===== src/rtl/aq_vdsp_64_bit_norm.sv =====
// rtl/aq_vdsp_64_bit_norm.sv - SIMD normalize shifter, two-stage valid/ready pipeline
// Shifts each packed element left by its clamped leading-bit count; reports lane shamts and zero flags.
module aq_vdsp_64_bit_norm (
  input  logic        forever_cpuclk,
  input  logic        cpurst,
  input  logic        ex1_vld,
  output logic        ex1_rdy,
  input  logic        ex1_flush,
  input  logic [3:0]  ex1_size,
  input  logic        ex1_sign,
  input  logic [63:0] ex1_src,
  input  logic [39:0] ff1_8_bit,
  input  logic [23:0] ff1_16_bit,
  input  logic [13:0] ff1_32_bit,
  input  logic [7:0]  ff1_64_bit,
  output logic        out_vld,
  input  logic        out_rdy,
  output logic [63:0] out_data,
  output logic [55:0] out_shamt,
  output logic [7:0]  out_zero
);

  localparam int SILEN = 64;
  localparam int BYTE  = 8;

  logic             s1_vld_q;
  logic [SILEN-1:0] s1_src_q;
  logic [3:0]       s1_size_q;
  logic [55:0]      s1_shamt_q;
  logic [7:0]       s1_zero_q;

  logic             s2_vld_q;
  logic [SILEN-1:0] s2_data_q;
  logic [55:0]      s2_shamt_q;
  logic [7:0]       s2_zero_q;

  logic             s1_adv;
  logic             s2_adv;
  logic             accept;

  logic [3:0]       size_d;
  logic [55:0]      shamt_d;
  logic [7:0]       zero_d;
  logic [SILEN-1:0] data_d;

  // Counts exclude the sign bit, so signed mode shifts exactly like unsigned.
  logic             sign_unused;
  assign sign_unused = ex1_sign;

  assign s2_adv  = ~s2_vld_q | out_rdy;
  assign s1_adv  = ~s1_vld_q | s2_adv;
  assign ex1_rdy = s1_adv;
  assign accept  = ex1_vld & s1_adv & ~ex1_flush;

  always_comb begin
    size_d = 4'b0000;
    if (ex1_size[3])      size_d = 4'b1000;
    else if (ex1_size[2]) size_d = 4'b0100;
    else if (ex1_size[1]) size_d = 4'b0010;
    else if (ex1_size[0]) size_d = 4'b0001;
  end

  // Each element reports its clamped count in its lowest byte lane only.
  always_comb begin
    shamt_d = '0;
    zero_d  = '0;
    if (size_d[3]) begin
      shamt_d[6:0] = (ff1_64_bit > 8'd64) ? 7'd64 : ff1_64_bit[6:0];
      zero_d       = {8{ex1_src == 64'd0}};
    end else if (size_d[2]) begin
      for (int j = 0; j < 2; j++) begin
        shamt_d[28*j +: 7] = (ff1_32_bit[7*j +: 7] > 7'd32) ? 7'd32 : ff1_32_bit[7*j +: 7];
        zero_d[4*j +: 4]   = {4{ex1_src[32*j +: 32] == 32'd0}};
      end
    end else if (size_d[1]) begin
      for (int j = 0; j < 4; j++) begin
        shamt_d[14*j +: 7] = (ff1_16_bit[6*j +: 6] > 6'd16) ? 7'd16 : {1'b0, ff1_16_bit[6*j +: 6]};
        zero_d[2*j +: 2]   = {2{ex1_src[16*j +: 16] == 16'd0}};
      end
    end else if (size_d[0]) begin
      for (int j = 0; j < 8; j++) begin
        shamt_d[7*j +: 7] = (ff1_8_bit[5*j +: 5] > 5'd8) ? 7'd8 : {2'b00, ff1_8_bit[5*j +: 5]};
        zero_d[j]         = (ex1_src[BYTE*j +: BYTE] == 8'd0);
      end
    end else begin
      for (int j = 0; j < 8; j++) begin
        zero_d[j] = (ex1_src[BYTE*j +: BYTE] == 8'd0);
      end
    end
  end

  // Shifts happen at element width, so a count equal to W flushes the element to zero.
  always_comb begin
    data_d = s1_src_q;
    if (s1_size_q[3]) begin
      data_d = s1_src_q << s1_shamt_q[6:0];
    end else if (s1_size_q[2]) begin
      for (int j = 0; j < 2; j++) begin
        data_d[32*j +: 32] = s1_src_q[32*j +: 32] << s1_shamt_q[28*j +: 7];
      end
    end else if (s1_size_q[1]) begin
      for (int j = 0; j < 4; j++) begin
        data_d[16*j +: 16] = s1_src_q[16*j +: 16] << s1_shamt_q[14*j +: 7];
      end
    end else if (s1_size_q[0]) begin
      for (int j = 0; j < 8; j++) begin
        data_d[BYTE*j +: BYTE] = s1_src_q[BYTE*j +: BYTE] << s1_shamt_q[7*j +: 7];
      end
    end
  end

  always_ff @(posedge forever_cpuclk or posedge cpurst) begin
    if (cpurst) begin
      s1_vld_q   <= 1'b0;
      s1_src_q   <= '0;
      s1_size_q  <= '0;
      s1_shamt_q <= '0;
      s1_zero_q  <= '0;
      s2_vld_q   <= 1'b0;
      s2_data_q  <= '0;
      s2_shamt_q <= '0;
      s2_zero_q  <= '0;
    end else begin
      if (ex1_flush) begin
        s1_vld_q <= 1'b0;
        s2_vld_q <= 1'b0;
      end else begin
        if (s1_adv) s1_vld_q <= ex1_vld;
        if (s2_adv) s2_vld_q <= s1_vld_q;
        if (accept) begin
          s1_src_q   <= ex1_src;
          s1_size_q  <= size_d;
          s1_shamt_q <= shamt_d;
          s1_zero_q  <= zero_d;
        end
        if (s2_adv && s1_vld_q) begin
          s2_data_q  <= data_d;
          s2_shamt_q <= s1_shamt_q;
          s2_zero_q  <= s1_zero_q;
        end
      end
    end
  end

  assign out_vld   = s2_vld_q;
  assign out_data  = s2_data_q;
  assign out_shamt = s2_shamt_q;
  assign out_zero  = s2_zero_q;

endmodule


===== config.mk =====
export PLATFORM = sky130hd
export DESIGN_NAME = aq_vdsp_64_bit_norm
export DESIGN_NICKNAME = d
export VERILOG_FILES = /design/src/rtl/aq_vdsp_64_bit_norm.sv
export SDC_FILE = /design/constraint.sdc
export NUM_CORES = 1
export LEC_CHECK = 0
export BUFFER_PORTS_ARGS = -buffer_cell sky130_fd_sc_hd__buf_4
export CORE_MARGIN = 3
export CORE_UTILIZATION = 45
export DETAILED_ROUTE_END_ITERATION = 8
export PLACE_DENSITY = 0.65
export SYNTH_ARGS = -nofsm -noshare
export SYNTH_HDL_FRONTEND = slang
export SYNTH_SLANG_ARGS = --single-unit

===== constraint.sdc =====
create_clock -name forever_cpuclk -period 14.8 [get_ports forever_cpuclk]
set_input_delay 0.74 -clock forever_cpuclk [delete_from_list [all_inputs] [get_ports forever_cpuclk]]
set_output_delay 0.74 -clock forever_cpuclk [all_outputs]
set_load 0.05 [all_outputs]

### Word level (Yosys, flattened, before mapping)

Index checks and enable logic that the tools add are counted.

* order comparisons: 15
* shifts and indexed selects: 15
* multiplexer cells: 45
* bitwise logic cells: 7
* reduce and logical (&&, ||, !) cells: 20

Operators with widths (number)
* $mux 64: 4
* $mux 7: 13
* $logic_not 16->1: 4
* $logic_not 32->1: 2
* $logic_not 64->1: 1
* $logic_not 8->1: 8
* $shl 16x7->16: 4
* $shl 32x7->32: 2
* $shl 64x7->64: 1
* $shl 8x7->8: 8
* $mux 54: 1
* $mux 49: 1
* $mux 5: 9
* $gt 5x4->1 const B: 8
* $gt 6x5->1 const B: 4
* $mux 6: 4
* $mux 8: 3
* $mux 21: 1
* $mux 19: 1
* $gt 7x6->1 const B: 2
* $gt 8x7->1 const B: 1
* $mux 1: 5
* $mux 4: 1
* $reduce_and 2->1: 2
* 7 further kinds: 12

* bits in registers: 262
* input bits: 160
* output and inout port bits: 130
* logic and storage cells: 111

### Logic depth before layout (Yosys ltp)

* depth after elaboration: 8
* gate-level depth with buffers: 11
* gate-level depth less buffers: 6

### Least setup slack after synthesis

Ideal clock, no wire load.

* path kind: input -> register
* start: input port out_rdy
* end: register s1_shamt_q[17]
* library setup time: 96 ps
* arrival: 2558 ps
* required time: 14704 ps
* setup slack: 12147 ps
* stages on the path: 8
* path buffers: 3
* cell sequence: nor2b_1 nand2_1 nand3b_1 clkbuf_1 clkbuf_1 clkbuf_1 nand2_1 o31ai_1

* word-level cells in the longest chain between the ends: 5

Ends and longest elaborated chain
* from (decl): RTL line 17 `input logic out_rdy,`
* $or 1x1->1: RTL line 50 `assign s2_adv = ~s2_vld_q | out_rdy;`
* $or 1x1->1: RTL line 51 `assign s1_adv = ~s1_vld_q | s2_adv;`
* named net ex1_rdy: RTL line 7 `output logic ex1_rdy,`
* $and 1x1->1 (2 in a row): RTL line 53 `assign accept = ex1_vld & s1_adv & ~ex1_flush;`
* $reduce_and 2->1 (no source line)
* to (signal assigned): RTL line 133 `s1_shamt_q <= shamt_d;`
* to (decl): RTL line 29 `logic [55:0] s1_shamt_q;`

The timed path passes the listed nets, and every way through them passes these cells.
A chain may end at the register's enable or synchronous reset.

### Final worst setup path

* start: register s1_shamt_q[1]
* end: register s2_data_q[60] (netlist: out_data[60])

* word-level cells in the longest chain between the ends: 2

Ends and longest elaborated chain
* $shl 64x7->64: RTL line 96 `data_d = s1_src_q << s1_shamt_q[6:0];`
* $mux 64: RTL line 95 `if (s1_size_q[3]) begin`
* to (signal assigned): RTL line 137 `s2_data_q <= data_d;`
* to (decl): RTL line 33 `logic [SILEN-1:0] s2_data_q;`

Every way passes these cells.

==> out/summary.md <==
The tools report the total setup buffers inserted after CTS as 0. The effective utilization at floorplan was 45.8%; the number of sinks on the clock net was 242. The min-delay analysis places its worst path in the category input pin to asynchronous set/reset pin. The logs give 0.59 ns for the clock insertion delay at the later pin of the skew report and 86.2 mm for the total detailed-routing wirelength. The clock tree root driver cell was clkbuf_16. The number of global-route vias before repair was 18900. The number of warnings reported in the yosys synthesis log came out at 0.

Walking the worst path, the cells encountered are buf_4 -> mux4_1 -> mux2i_1 -> mux2i_1 -> o32ai_1 -> a31oi_1 -> a221o_1. At the worst endpoint, the required time is 15.27 ns. The logs give 0.0219 mm² for the area after detailed placement and 0.0901 mV for the peak supply drop. Number of top-level pins: 290. During placement, the flow inserted port buffers numbering 278.

Final-report hold violation count: 0. Timing would allow up to 245 MHz. The clock skew after layout is 0.0139 ns, and the smallest hold slack is 0.246 ns. The internal portion of the total power is 1.60 mW. Global routing used 35.9% of the available tracks. The maximum number of pins on one net before global-route repair was 126. In this run the remaining antenna-violating nets after routing total 0. The total net switching power is 1.23 mW, and the sequential fraction of design power is 32.8%. Among all flip-flop cells after synthesis, the most frequent one is dfrtp_1. In the routed design, unresolved DRC markers number 0. The commonest non-fill, non-tap cell in the layout was nand2_1. Synthesis produced 2255 cells.

The count of final max-slew check failures was 0; the met2 track demand over resource was 52.7%. After global routing, the most crowded layer is met2. The buffering stage count on the worst path with inverters included is 1.

Summed over all nets, the half-perimeter wirelength after detailed placement is 62.1 mm. The largest incremental delay on the critical path was 0.73 ns. The first global-routing pass estimated 127 mm of wire.

Leaving out fill and tap cells, the most frequent cells in the layout are 495 x nand2_1, 310 x buf_4, 236 x dfrtp_1. The detailed-routing iteration count for the pre-antenna-repair pass was 6. In this run the horizontal extent of the chip is 216 µm.

Post-CTS repair changed the size of 0 cells. The synthesized design contains 0 enable-type register cells. The tools report the leakage power as 9.44 nW. The height of the chip is 216 µm, and the post-detailed-route via-to-cell ratio is 6.67.

In this run, synthesis produced a sequential element count of 242. The relative contribution of combinational cells to total power came out at 41.1%. In the synthesized netlist the async set-or-reset flop fraction comes to 100%. The category of the critical setup timing path was flip-flop to flip-flop. The tools report the data arrival time of the worst path as 4.55 ns.

In this run the standard cell core region covers 0.0434 mm². Setup repair after global routing left no endpoint under its margin. The floorplan step defined a die boundary enclosing 0.0466 mm².

The slew at the pin with the worst max-slew slack works out to 1.33 ns. The total number of placement rows is 76. TritonCTS built the clock tree. The net count of the finished layout is 2529. Remaining global-route overflow: 0.

The family with the most delay on the worst path is multiplexers. The clock passes through at most 3 buffers. The routability congestion estimate from global placement is 1.05, and the power per unit of standard cell area is 124 mW/mm².

Largest fanout on the critical path: 51. The highest-delay cell along the critical path was buf_4. The fraction of layout instances using a drive strength above 1 was 24.0%. In this run switching power makes up 43.5% of total power. The ratio of final minimum period to clock period is 27.6%.

For the number of antenna violations at the first check in global routing, the log shows 2. Level count of the clock H-tree: 1. The run finished with clean final reports.

The global-route track usage on met1 came out at 52.0%. The sort of element at the end of the critical path is a flip-flop. After routing, the total negative slack on setup checks comes to 0 ns.

The number of hold buffers added after CTS was 0. The number of DRC markers after the initial detailed-route iteration was 2632; the final cell area excluding filler cells was 0.0229 mm². Setup violations remaining at the end of the flow were counted as 0.

The clock transition at the registers of the reported paths was 0.06 ns; the time the worst path needs with I/O delays and setup was 4.08 ns. Synthesis instantiated 82 different standard cells from the library. For the detailed-route via count, the log shows 19900. The number of clock buffers added by TritonCTS is 29. Sequential elements use 30.5% of the synthesized area. The worst setup path is launched from a flip-flop. A synthesized cell averages 8.80 µm².

The relative slew slack was 10.6%. For this run, the share of the core covered by cells in the final layout is 52.7%. The average detailed-routed wire length per instance was 29.0 µm; the part of the power in the clock network was 26.1%.

In this design, the critical path's most frequently occurring cell is mux2i_1. The area growth from synthesis to layout is 15.2%. For met3 alone, demand over resource in global routing was 9.34%. The count of max-cap constraint violations is 0.

After synthesis the cells add up to 0.0198 mm².
## cells by family after synthesis
logic type / Yosys count / share of synthesized area (%)
AO/OA/AOI/OAI: 501 / 17.5
other: 1 / 0.0189
AND/OR/NAND/NOR: 926 / 21.0
flip-flops: 242 / 30.5
buffers and inverters: 263 / 6.11
multiplexers: 322 / 24.9
## synth_stat cells, types with 8 or more instances
master | number | area (µm²)
a2111oi_0 | 8 | 70.1
a211o_1 | 14 | 123
a211oi_1 | 28 | 210
a21oi_1 | 95 | 475
a221oi_1 | 16 | 140
a22o_1 | 19 | 166
a22oi_1 | 32 | 240
a31oi_1 | 22 | 138
a32oi_1 | 14 | 123
and2_1 | 25 | 156
buf_1 | 16 | 60.1
buf_2 | 31 | 155
buf_4 | 18 | 135
buf_6 | 8 | 90.1
clkbuf_1 | 157 | 589
dfrtp_1 | 242 | 6060
inv_1 | 19 | 71.3
mux2_2 | 66 | 743
mux2i_1 | 129 | 1290
mux4_1 | 14 | 368
mux4_2 | 113 | 2540
nand2_1 | 495 | 1860
nand2b_1 | 23 | 144
nand3_1 | 45 | 225
nand3b_1 | 10 | 75.1
nand4_1 | 9 | 56.3
nor2_1 | 157 | 589
nor2b_1 | 14 | 87.6
nor3_1 | 43 | 215
nor3b_1 | 13 | 97.6
nor4_1 | 32 | 200
o211ai_1 | 14 | 105
o21ai_0 | 92 | 460
o221ai_1 | 15 | 131
o22a_1 | 11 | 96.3
o22ai_1 | 28 | 175
o31ai_1 | 14 | 105
o32a_1 | 10 | 100
or2_2 | 11 | 68.8
or3_1 | 13 | 81.3
## metrics by stage
| step | setup WS [ns] | std cells | power [mW] |
|---|---|---|---|
| after floorplan | 7.42 | 2264 | 1.65 |
| after global placement | 10.74 | 2923 | 2.06 |
| after detailed placement | 10.72 | 2923 | 2.07 |
| after CTS | 10.71 | 2977 | 2.82 |
| after global routing | 10.53 | 2977 | 2.94 |
| final | 10.72 | 2978 | 2.84 |
## sequential cells by signal, indices dropped and copies added, names as in the netlist
name / flops
s1_size_q: 4
out_zero: 8
s1_zero_q: 8
s1_src_q: 64
s1_shamt_q: 46
s1_vld_q: 1
out_data: 64
out_shamt: 46
out_vld: 1
## metal layers
layer,routed length [µm],share of wire (%)
met5,13,0.015
met4,3110,3.6
met3,10200,12
met2,36500,42
met1,36400,42
## power groups by stage
stage	combinational [mW]	sequential, mW	clock (mW)
6_report	1.17	0.930	0.740
4_1_cts	1.14	0.920	0.751
5_1_grt	1.22	0.939	0.779
3_5_place_dp	1.14	0.931	0
2_1_floorplan	0.619	1.03	0
3_3_place_gp	1.14	0.927	0
## final timing paths
kind / cells after the start / to / slack [ns] / start
worst min register to register: 2 / out_shamt[5]$_DFFE_PP0P_ / 0.48 / out_shamt[5]$_DFFE_PP0P_
max in group asynchronous: 3 / s1_shamt_q[0]$_DFFE_PP0P_ / 12.84 / cpurst
min in group forever_cpuclk: 3 / s1_src_q[48]$_DFFE_PP0P_ / 0.35 / ex1_src[48]
worst min-delay path: 2 / out_shamt[35]$_DFFE_PP0P_ / 0.25 / cpurst
worst max register to register: 7 / out_data[60]$_DFFE_PP0P_ / 10.72 / s1_shamt_q[1]$_DFFE_PP0P_
worst max-delay path: 7 / out_data[60]$_DFFE_PP0P_ / 10.72 / s1_shamt_q[1]$_DFFE_PP0P_
## worst register-to-register path, delay by kind of cell (launching register included)
kind	cells	cell delay (ns)
multiplexers	3	1.46
AO/OA/AOI/OAI	3	1.02
buffers and inverters	1	0.76
flip-flops	1	0.71
## cell type report
type,count,area (µm²)
Sequential cell,242,6070
Clock buffer,39,823
Multi-Input combinational cell,1759,12600
Fill cell,4126,20500
Antenna cell,1,2.50
Inverter,26,105
Tap cell,585,732
Timing Repair Buffer,311,2350
Clock inverter,15,151
Power figures use the tool's default switching activity.
